===== config.mk =====
export PLATFORM = sky130hd
export DESIGN_NAME = valid_stream_averager_flat
export DESIGN_NICKNAME = d
export VERILOG_FILES = /design/src/rtl/valid_stream_averager_if.sv /design/src/rtl/valid_stream_averager.sv /design/src/flat_wrapper.sv
export SDC_FILE = /design/constraint.sdc
export NUM_CORES = 1
export LEC_CHECK = 0
export CAP_MARGIN = 20
export CELL_PAD_IN_SITES_DETAIL_PLACEMENT = 2
export CELL_PAD_IN_SITES_GLOBAL_PLACEMENT = 2
export CORE_UTILIZATION = 38
export DETAILED_ROUTE_END_ITERATION = 8
export DONT_BUFFER_PORTS = 1
export GPL_ROUTABILITY_DRIVEN = 0
export PLACE_DENSITY = 0.8
export SLEW_MARGIN = 20
export SYNTH_ARGS = -nofsm -noshare
export SYNTH_HDL_FRONTEND = slang
export SYNTH_SLANG_ARGS = --single-unit

===== constraint.sdc =====
create_clock -name i_clk -period 2.9 [get_ports i_clk]
set_clock_uncertainty 0.05 [all_clocks]
set_input_delay 0.58 -clock i_clk [delete_from_list [all_inputs] [get_ports i_clk]]
set_output_delay 0.58 -clock i_clk [all_outputs]
set_load 0.1 [all_outputs]

===== src/rtl/valid_stream_averager_if.sv =====
// rtl/valid_stream_averager_if.sv - sample stream in, block average and status out
// master drives samples and clear; slave is the averager.
interface valid_stream_averager_if #(
  parameter int DATA_WIDTH = 16
);
  logic                         dataValid;
  logic signed [DATA_WIDTH-1:0] dataIn;
  logic                         clear;
  logic signed [DATA_WIDTH-1:0] averageOut;
  logic                         averageValid;
  logic                         blockAborted;
  logic                         busy;

  modport master (
    output dataValid, dataIn, clear,
    input  averageOut, averageValid, blockAborted, busy
  );

  modport slave (
    input  dataValid, dataIn, clear,
    output averageOut, averageValid, blockAborted, busy
  );
endinterface


===== src/rtl/valid_stream_averager.sv =====
// rtl/valid_stream_averager.sv - settle-then-block-average of a dataValid-qualified stream
// Emits the floor average of every 2^AVG_LOG2 valid samples; drops partial blocks on a valid gap.
module valid_stream_averager #(
  parameter int DATA_WIDTH     = 16,
  parameter int AVG_LOG2       = 4,
  parameter int SETTLE_SAMPLES = 2
) (
  input  logic                    i_clk,
  input  logic                    i_reset,
  valid_stream_averager_if.slave  io_bus
);
  localparam int ACC_W       = DATA_WIDTH + AVG_LOG2;
  localparam int CNT_W       = (AVG_LOG2 + 1 > 1) ? AVG_LOG2 + 1 : 1;
  localparam int SET_W       = (SETTLE_SAMPLES < 2) ? 1 : $clog2(SETTLE_SAMPLES + 1);
  localparam int N_LAST      = (1 << AVG_LOG2) - 1;
  localparam int SETTLE_LOAD = (SETTLE_SAMPLES > 0) ? SETTLE_SAMPLES - 1 : 0;

  typedef enum logic [1:0] {
    S_IDLE   = 2'd0,
    S_SETTLE = 2'd1,
    S_ACCUM  = 2'd2
  } state_t;

  state_t                   r_state;
  logic signed [ACC_W-1:0]  r_acc;
  logic [CNT_W-1:0]         r_cnt;
  logic [SET_W-1:0]         r_settle;
  logic [DATA_WIDTH-1:0]    r_avg_out;
  logic                     r_avg_valid;
  logic                     r_aborted;

  state_t                   w_state_nxt;
  logic signed [ACC_W-1:0]  w_acc_nxt;
  logic [CNT_W-1:0]         w_cnt_nxt;
  logic [SET_W-1:0]         w_settle_nxt;
  logic [DATA_WIDTH-1:0]    w_avg_out_nxt;
  logic                     w_avg_valid_nxt;
  logic                     w_aborted_nxt;
  logic                     w_accum;
  logic signed [ACC_W-1:0]  w_din_ext;
  logic signed [ACC_W-1:0]  w_sum;
  logic signed [ACC_W-1:0]  w_shifted;

  assign w_din_ext = ACC_W'(io_bus.dataIn);
  assign w_sum     = r_acc + w_din_ext;
  assign w_shifted = w_sum >>> AVG_LOG2;

  always_comb begin
    w_state_nxt     = r_state;
    w_acc_nxt       = r_acc;
    w_cnt_nxt       = r_cnt;
    w_settle_nxt    = r_settle;
    w_avg_out_nxt   = r_avg_out;
    w_avg_valid_nxt = 1'b0;
    w_aborted_nxt   = 1'b0;
    w_accum         = 1'b0;

    if (io_bus.clear) begin
      w_state_nxt   = S_IDLE;
      w_acc_nxt     = '0;
      w_cnt_nxt     = '0;
      w_settle_nxt  = '0;
      w_aborted_nxt = (r_state == S_ACCUM) && (r_cnt != '0);
    end else begin
      case (r_state)
        S_IDLE: begin
          if (io_bus.dataValid) begin
            // The rising-edge sample is either accumulated or counted as the first discard.
            if (SETTLE_SAMPLES == 0) begin
              w_state_nxt = S_ACCUM;
              w_accum     = 1'b1;
            end else if (SETTLE_SAMPLES == 1) begin
              w_state_nxt = S_ACCUM;
            end else begin
              w_state_nxt  = S_SETTLE;
              w_settle_nxt = SET_W'(SETTLE_LOAD);
            end
          end
        end
        S_SETTLE: begin
          if (!io_bus.dataValid) begin
            w_state_nxt  = S_IDLE;
            w_settle_nxt = '0;
          end else if (r_settle <= SET_W'(1)) begin
            w_state_nxt  = S_ACCUM;
            w_settle_nxt = '0;
          end else begin
            w_settle_nxt = r_settle - SET_W'(1);
          end
        end
        S_ACCUM: begin
          if (!io_bus.dataValid) begin
            w_state_nxt   = S_IDLE;
            w_acc_nxt     = '0;
            w_cnt_nxt     = '0;
            w_aborted_nxt = (r_cnt != '0);
          end else begin
            w_accum = 1'b1;
          end
        end
        default: begin
          w_state_nxt = S_IDLE;
        end
      endcase
    end

    if (w_accum) begin
      if (r_cnt == CNT_W'(N_LAST)) begin
        w_avg_out_nxt   = w_shifted[DATA_WIDTH-1:0];
        w_avg_valid_nxt = 1'b1;
        w_acc_nxt       = '0;
        w_cnt_nxt       = '0;
      end else begin
        w_acc_nxt = w_sum;
        w_cnt_nxt = r_cnt + CNT_W'(1);
      end
    end
  end

  always_ff @(posedge i_clk) begin
    if (i_reset) begin
      r_state     <= S_IDLE;
      r_acc       <= '0;
      r_cnt       <= '0;
      r_settle    <= '0;
      r_avg_out   <= '0;
      r_avg_valid <= 1'b0;
      r_aborted   <= 1'b0;
    end else begin
      r_state     <= w_state_nxt;
      r_acc       <= w_acc_nxt;
      r_cnt       <= w_cnt_nxt;
      r_settle    <= w_settle_nxt;
      r_avg_out   <= w_avg_out_nxt;
      r_avg_valid <= w_avg_valid_nxt;
      r_aborted   <= w_aborted_nxt;
    end
  end

  assign io_bus.averageOut   = r_avg_out;
  assign io_bus.averageValid = r_avg_valid;
  assign io_bus.blockAborted = r_aborted;
  assign io_bus.busy         = (r_state != S_IDLE);
endmodule


===== src/flat_wrapper.sv =====
// flat-port wrapper written by rule: the top's interface ports become plain ports
module valid_stream_averager_flat 
#(
  parameter int DATA_WIDTH     = 16,
  parameter int AVG_LOG2       = 4,
  parameter int SETTLE_SAMPLES = 2
)
  (i_clk, i_reset, io_bus_dataValid, io_bus_dataIn, io_bus_clear, io_bus_averageOut, io_bus_averageValid, io_bus_blockAborted, io_bus_busy);
  valid_stream_averager_if #(.DATA_WIDTH(DATA_WIDTH)) io_bus_i ();
  input  logic i_clk;
  input  logic i_reset;
  input wire logic [$bits(io_bus_i.dataValid)-1:0] io_bus_dataValid;
  input wire logic [$bits(io_bus_i.dataIn)-1:0] io_bus_dataIn;
  input wire logic [$bits(io_bus_i.clear)-1:0] io_bus_clear;
  output wire logic [$bits(io_bus_i.averageOut)-1:0] io_bus_averageOut;
  output wire logic [$bits(io_bus_i.averageValid)-1:0] io_bus_averageValid;
  output wire logic [$bits(io_bus_i.blockAborted)-1:0] io_bus_blockAborted;
  output wire logic [$bits(io_bus_i.busy)-1:0] io_bus_busy;
  assign io_bus_i.dataValid = io_bus_dataValid;
  assign io_bus_i.dataIn = io_bus_dataIn;
  assign io_bus_i.clear = io_bus_clear;
  assign io_bus_averageOut = io_bus_i.averageOut;
  assign io_bus_averageValid = io_bus_i.averageValid;
  assign io_bus_blockAborted = io_bus_i.blockAborted;
  assign io_bus_busy = io_bus_i.busy;
  valid_stream_averager #(.DATA_WIDTH(DATA_WIDTH), .AVG_LOG2(AVG_LOG2), .SETTLE_SAMPLES(SETTLE_SAMPLES)) u_core (.i_clk(i_clk), .i_reset(i_reset), .io_bus(io_bus_i));
endmodule

# Word level (Yosys, flattened, before mapping)
# Cells that the tools add are included.
# W data, S select, Z words.
[word_totals]
word_cells = 56
register_bits = 47
out_inout_bits = 19
inputBits = 20
[op_classes]
addsub = 3
n_eq_ne = 7
muxes = 25
bitwise = 1
magnitude_cmp = 1
reduce_logical = 12
[ops]
columns = ["cell", "count"]
rows = [
  ["$mux W20", 5],
  ["$mux W5", 5],
  ["$add A20 B16 Y20", 1],
  ["$mux W2", 6],
  ["$mux W1", 7],
  ["$pmux W2 S3", 1],
  ["$reduce_and A2 Y1", 3],
  ["$add A5 B1 Y5 const B", 1],
  ["$eq A5 B4 Y1 const B", 1],
  ["$reduce_bool A5 Y1", 1],
  ["$ne A2 B2 Y1 const B", 2],
  ["$pmux W2 S2", 1],
  ["$reduce_bool A2 Y1", 2],
  ["$reduce_or A2 Y1", 2],
  ["$ne A3 B1 Y1 const B", 1],
  ["$ne A3 B2 Y1 const B", 1],
  ["$reduce_and A3 Y1", 1],
  ["$reduce_bool A3 Y1", 1],
  ["$eq A2 B1 Y1 const B", 1],
  ["$eq A2 B2 Y1 const B", 1],
  ["$le A2 B1 Y1 const B", 1],
  ["$logic_not A2 Y1", 1],
  ["$sub A2 B1 Y2 const B", 1],
  ["$logic_and A1 B1 Y1", 1],
  ["$not A1 Y1", 1],
]

# Longest topological paths before layout
[depth]
word_depth = 5
mapped_depth = 10
ltp_nobuf = 10

# Least setup slack after synthesis
# Ideal clock, no wire load.
[synth_timing]
path_kind = "input -> register"
start = "input io_bus_dataIn[0]"
end = "register u_core.r_avg_out[12], in the netlist u_core.io_bus.averageOut[12]"
setup_time_ns = 0.122
t_required_ns = 2.728
path_stages = 10
arrival_time_ns = 2.387
path_buffers = 0
setup_slack_ns = 0.341
cell_sequence = "ha_1 > inv_1 > fa_1 > nor2b_4 > o21ai_2 > a21oi_2 > o32a_1 > a41o_1 > nor4b_4 > a311o_1"
[synth_between]
elab_chain_cells = 1
[synth_rtl]
columns = ["element", "line_no", "rtl"]
rows = [
  ["start: declaration", "flat_wrapper.sv:13", "input wire logic [$bits(io_bus_i.dataIn)-1:0] io_bus_dataIn;"],
  ["$add A20 B16 Y20", "valid_stream_averager.sv:45", "assign w_sum = r_acc + w_din_ext;"],
  ["end signal: assignment", "valid_stream_averager.sv:134", "r_avg_out <= w_avg_out_nxt;"],
  ["end: declaration", "valid_stream_averager.sv:28", "logic [DATA_WIDTH-1:0] r_avg_out;"],
]
# Every way passes these cells.
# A chain may end at the register's enable or synchronous reset.

# Final worst setup path
[layout_timing]
start = "register u_core.r_acc[0]"
end = "register u_core.r_acc[14]"
[layout_between]
elab_chain_cells = 3
[layout_rtl]
columns = ["element", "line_no", "rtl"]
rows = [
  ["start: declaration", "valid_stream_averager.sv:25", "logic signed [ACC_W-1:0] r_acc;"],
  ["start signal: assignment", "valid_stream_averager.sv:131", "r_acc <= w_acc_nxt;"],
  ["$add A20 B16 Y20", "valid_stream_averager.sv:45", ""],
  ["$mux W20", "valid_stream_averager.sv:108", "if (r_cnt == CNT_W'(N_LAST)) begin"],
  ["$mux W20", "valid_stream_averager.sv:107", "if (w_accum) begin"],
]
# Every way passes these cells.

==> flow_summary.rst <==
.. list-table::
   :header-rows: 1

   * - Metric
     - Value
   * - Endpoints failing hold
     - 0
   * - Start point of the worst min-delay path
     - i_reset
   * - Detail-routed via count per cell
     - 5.87
   * - Cell leakage power
     - 1.30 nW
   * - Crit share post-route
     - 88.3%
   * - Cell type of the slowest stage on the worst timing path
     - sky130_fd_sc_hd__fa_1
   * - Number of synthesized flops with an enable pin
     - 0
   * - Distinct cell type count of the synthesized netlist
     - 59
   * - IR Drop Worst-Case VDD
     - 0.000194 V
   * - Delay of the slowest critical-path stage
     - 0.44 ns
   * - Critical R2R Launch
     - u_core.r_acc[0]
   * - Worst rel slew slack
     - 33.1%
   * - Number of warnings printed during yosys synthesis
     - 0
   * - Vertical extent of the die
     - 88.7 µm
   * - Total power
     - 1.19 mW
   * - Total of buffers placed on input and output ports
     - 0
   * - Crit-path cells
     - ha_1, inv_1, fa_1, nor2b_4, o21ai_2, a21oi_2, o21ai_0, a21oi_1, mux2i_1, nand2_1
   * - Vias in the first global route
     - 2,773
   * - Global-route wire length before repair
     - 14,300 µm
   * - Most used cells in the layout excluding fill and tap cells
     - sky130_fd_sc_hd__dfxtp_1, sky130_fd_sc_hd__nand2_1, sky130_fd_sc_hd__a21oi_1, sky130_fd_sc_hd__o21ai_0, sky130_fd_sc_hd__nor2_1
   * - GRT Resource Usage Total
     - 24.1%
   * - Top achievable clock speed
     - 0.391 GHz
   * - Antenna Cells
     - 0
   * - Crit path arrival time
     - 2.71 ns
   * - Max cap viols
     - 0
   * - Number of standard-cell rows in the floorplan
     - 31
   * - Largest cells by area after synthesis
     - sky130_fd_sc_hd__dfxtp_1, sky130_fd_sc_hd__ha_1, sky130_fd_sc_hd__nand2_1, sky130_fd_sc_hd__a21oi_1, sky130_fd_sc_hd__o21ai_0
   * - Category of the worst setup path launch point
     - flop
   * - Gate family responsible for the most delay along the worst path
     - compound AO/OA/AOI/OAI gates
   * - Final critical-path setup slack
     - 0.339 ns
   * - Hold-critical path endpoint
     - u_core.r_cnt[0]
   * - Worst path buffer plus inverter count
     - 1
   * - Number of instances in the synthesized netlist
     - 348
   * - Final count of pins violating max slew
     - 0
   * - Unrepaired setup endpoints after global routing
     - false
   * - Number of clock sinks seen by CTS
     - 47
   * - Tightest hold margin
     - 0.271 ns
   * - Leading cell type in the layout, fill and taps excluded
     - sky130_fd_sc_hd__dfxtp_1
   * - Average footprint of a synthesized cell
     - 8.21 µm²
   * - Register-to-register path setup slack
     - 0.34 ns
   * - Setup TNS after final layout
     - 0 ns
   * - Flops & latches, synth
     - 47
   * - Largest net degree at the start of global routing
     - 28
   * - Count of H-tree levels built during CTS
     - 2
   * - Critical Path Fanout Max
     - 5
   * - Die Outline Area
     - 7870 µm²
   * - R2r worst-path depth
     - 10
   * - Number of instances on the worst hold path
     - 1
   * - Min-delay worst type
     - in -> reg
   * - DRT Wirelength
     - 9050 µm
   * - Area overhead of the layout relative to synthesis
     - 7.92%
   * - Worst Setup End Kind
     - flop
   * - Reg clk slew, reported paths
     - 0.11 ns
   * - Register area share after synthesis
     - 32.9%
   * - HPWL after detailed placement
     - 6880 µm
   * - Avg WL per Cell
     - 20.2 µm
   * - Number of setup violations in the final report
     - 0
   * - Post-Syn Nets
     - 390
   * - Final nets
     - 389
   * - Pre-CTS setup slack
     - 0.102 ns
   * - Fill cells
     - 834
   * - Chip width
     - 88.7 µm
   * - Number of placed I/O pins
     - 39
   * - DRC Markers
     - 0
   * - Clock tree from TritonCTS
     - yes
   * - Data required time at the worst endpoint
     - 3.05 ns
   * - Router iterations before antenna repair
     - 4
   * - Overflow left after global routing
     - 0
   * - Total stage count of the critical path
     - 10
   * - Clock Tree Root
     - sky130_fd_sc_hd__clkbuf_8
   * - Setup Buffers After CTS
     - 0
   * - Cell area after synthesis
     - 2860 µm²
   * - Share of async-settable or async-resettable flops after synthesis
     - 0%
   * - Terminus of the critical flop-to-flop path
     - u_core.r_acc[14]
   * - Initial Utilization
     - 39.4%
   * - Antenna Violating Nets Remaining
     - 0
   * - Number of hold buffers added after cts
     - 0
   * - Power density over the cells
     - 386 nW/µm²
   * - Area of the core
     - 7250 µm²
   * - Post-layout minimum cycle time
     - 2.56 ns
   * - Outcome
     - complete, no violations
   * - Yosys top cell area share
     - 32.9%
   * - Transition at the pin with the smallest max-transition slack
     - 1.00 ns
   * - Number of buffers on the longest clock path
     - 2
   * - Antenna violations before repair
     - 0
   * - Primary flip-flop cell chosen by synthesis mapping
     - sky130_fd_sc_hd__dfxtp_1
   * - Leading area contributor after synthesis
     - sky130_fd_sc_hd__dfxtp_1
   * - Share of layout cells above drive strength 1
     - 8.05%
   * - Via count
     - 2,622
   * - Latest clock arrival within the worst-skew pair
     - 0.31 ns
   * - Number of clock buffers inserted by TritonCTS
     - 5
   * - Number of design-rule violations left by the first detailed-router iteration
     - 105
   * - Post-cts repair resize count
     - 0
   * - Crit path kind
     - reg -> reg
## per-layer routing
layer / global-route usage [%] / wire, µm / vias to the layer above
li1: - / - / 1267
met1: 31.4 / 4280 / 1313
met2: 41.3 / 4360 / 37
met3: 5.04 / 348 / 5
met4: 4.55 / 66 / 0
met5: 0 / 0 / -
## how the worst max path moves through the flow
stage	from	to	slack, ns
after floorplan	io_bus_dataIn[0]	u_core.io_bus.averageOut[12]	0.34
after global placement	io_bus_dataIn[0]	u_core.r_acc[14]	0.23
after detailed placement	io_bus_dataIn[0]	u_core.r_acc[14]	0.10
after CTS	u_core.r_acc[0]	u_core.r_acc[14]	0.31
after global routing	u_core.r_acc[0]	u_core.r_acc[14]	0.13
final	u_core.r_acc[0]	u_core.r_acc[14]	0.34
## state kept, by name, summed over array words and instances (netlist names)
| register | flops |
|---|---|
| u_core.r_cnt | 5 |
| u_core.r_state | 2 |
| u_core.io_bus.blockAborted | 1 |
| u_core.io_bus.averageValid | 1 |
| u_core.io_bus.averageOut | 16 |
| u_core.r_acc | 20 |
| u_core.r_settle | 2 |
## report_power, final
part | leakage (nW) | switching, mW | internal [mW]
registers | 0.379 | 0.00322 | 0.648
clock network | 0.0452 | 0.261 | 0.176
logic | 0.878 | 0.0685 | 0.0348
## Yosys cell counts (3+ instances only)
master	count
sky130_fd_sc_hd__nor4_1	3
sky130_fd_sc_hd__clkbuf_1	13
sky130_fd_sc_hd__nor2b_1	9
sky130_fd_sc_hd__inv_1	9
sky130_fd_sc_hd__a31oi_1	4
sky130_fd_sc_hd__nand2_1	36
sky130_fd_sc_hd__xor2_1	8
sky130_fd_sc_hd__dfxtp_1	47
sky130_fd_sc_hd__nand2b_1	5
sky130_fd_sc_hd__a21o_1	12
sky130_fd_sc_hd__nand3_1	17
sky130_fd_sc_hd__ha_1	21
sky130_fd_sc_hd__and3_1	6
sky130_fd_sc_hd__o21ai_0	25
sky130_fd_sc_hd__mux2i_1	3
sky130_fd_sc_hd__nor3_1	9
sky130_fd_sc_hd__a21oi_1	25
sky130_fd_sc_hd__a22o_1	3
sky130_fd_sc_hd__buf_2	3
sky130_fd_sc_hd__nand4_1	6
sky130_fd_sc_hd__a22oi_1	8
sky130_fd_sc_hd__xnor2_1	8
sky130_fd_sc_hd__nor2_1	24
## logic make-up (layout without fill, tap and decap cells)
group           Yosys count  count (layout)  share of synthesized area (%)
fa+ha+maj                22              22                           9.89
compound gates          103             103                           23.8
buf+inv                  28              28                           3.85
flops                    47              47                           32.9
xor+xnor                 16              16                           4.90
simple gates            129             129                           23.6
mux                       3               3                           1.05
## layout make-up
| class | count | area, µm² | share of cell area (%) |
|---|---|---|---|
| clock buffer | 5 | 68.8 | 2.23 |
| clock inverter | 3 | 25.0 | 0.811 |
| inverter | 10 | 37.5 | 1.22 |
| multi-input combinational | 273 | 1810 | 58.8 |
| sequential | 47 | 941 | 30.5 |
| tap | 99 | 124 | 4.02 |
| timing repair buffer | 10 | 75.1 | 2.43 |
## per-stage QoR
step | instance area, µm² | instances | util [%]
6_report | 3080 | 447 | 42.5
5_1_grt | 3080 | 447 | 42.5
4_1_cts | 3080 | 447 | 42.5
3_5_place_dp | 2990 | 439 | 41.2
3_3_place_gp | 2990 | 439 | 41.2
2_1_floorplan | 2860 | 348 | -
(Power assumes the default switching activity.)
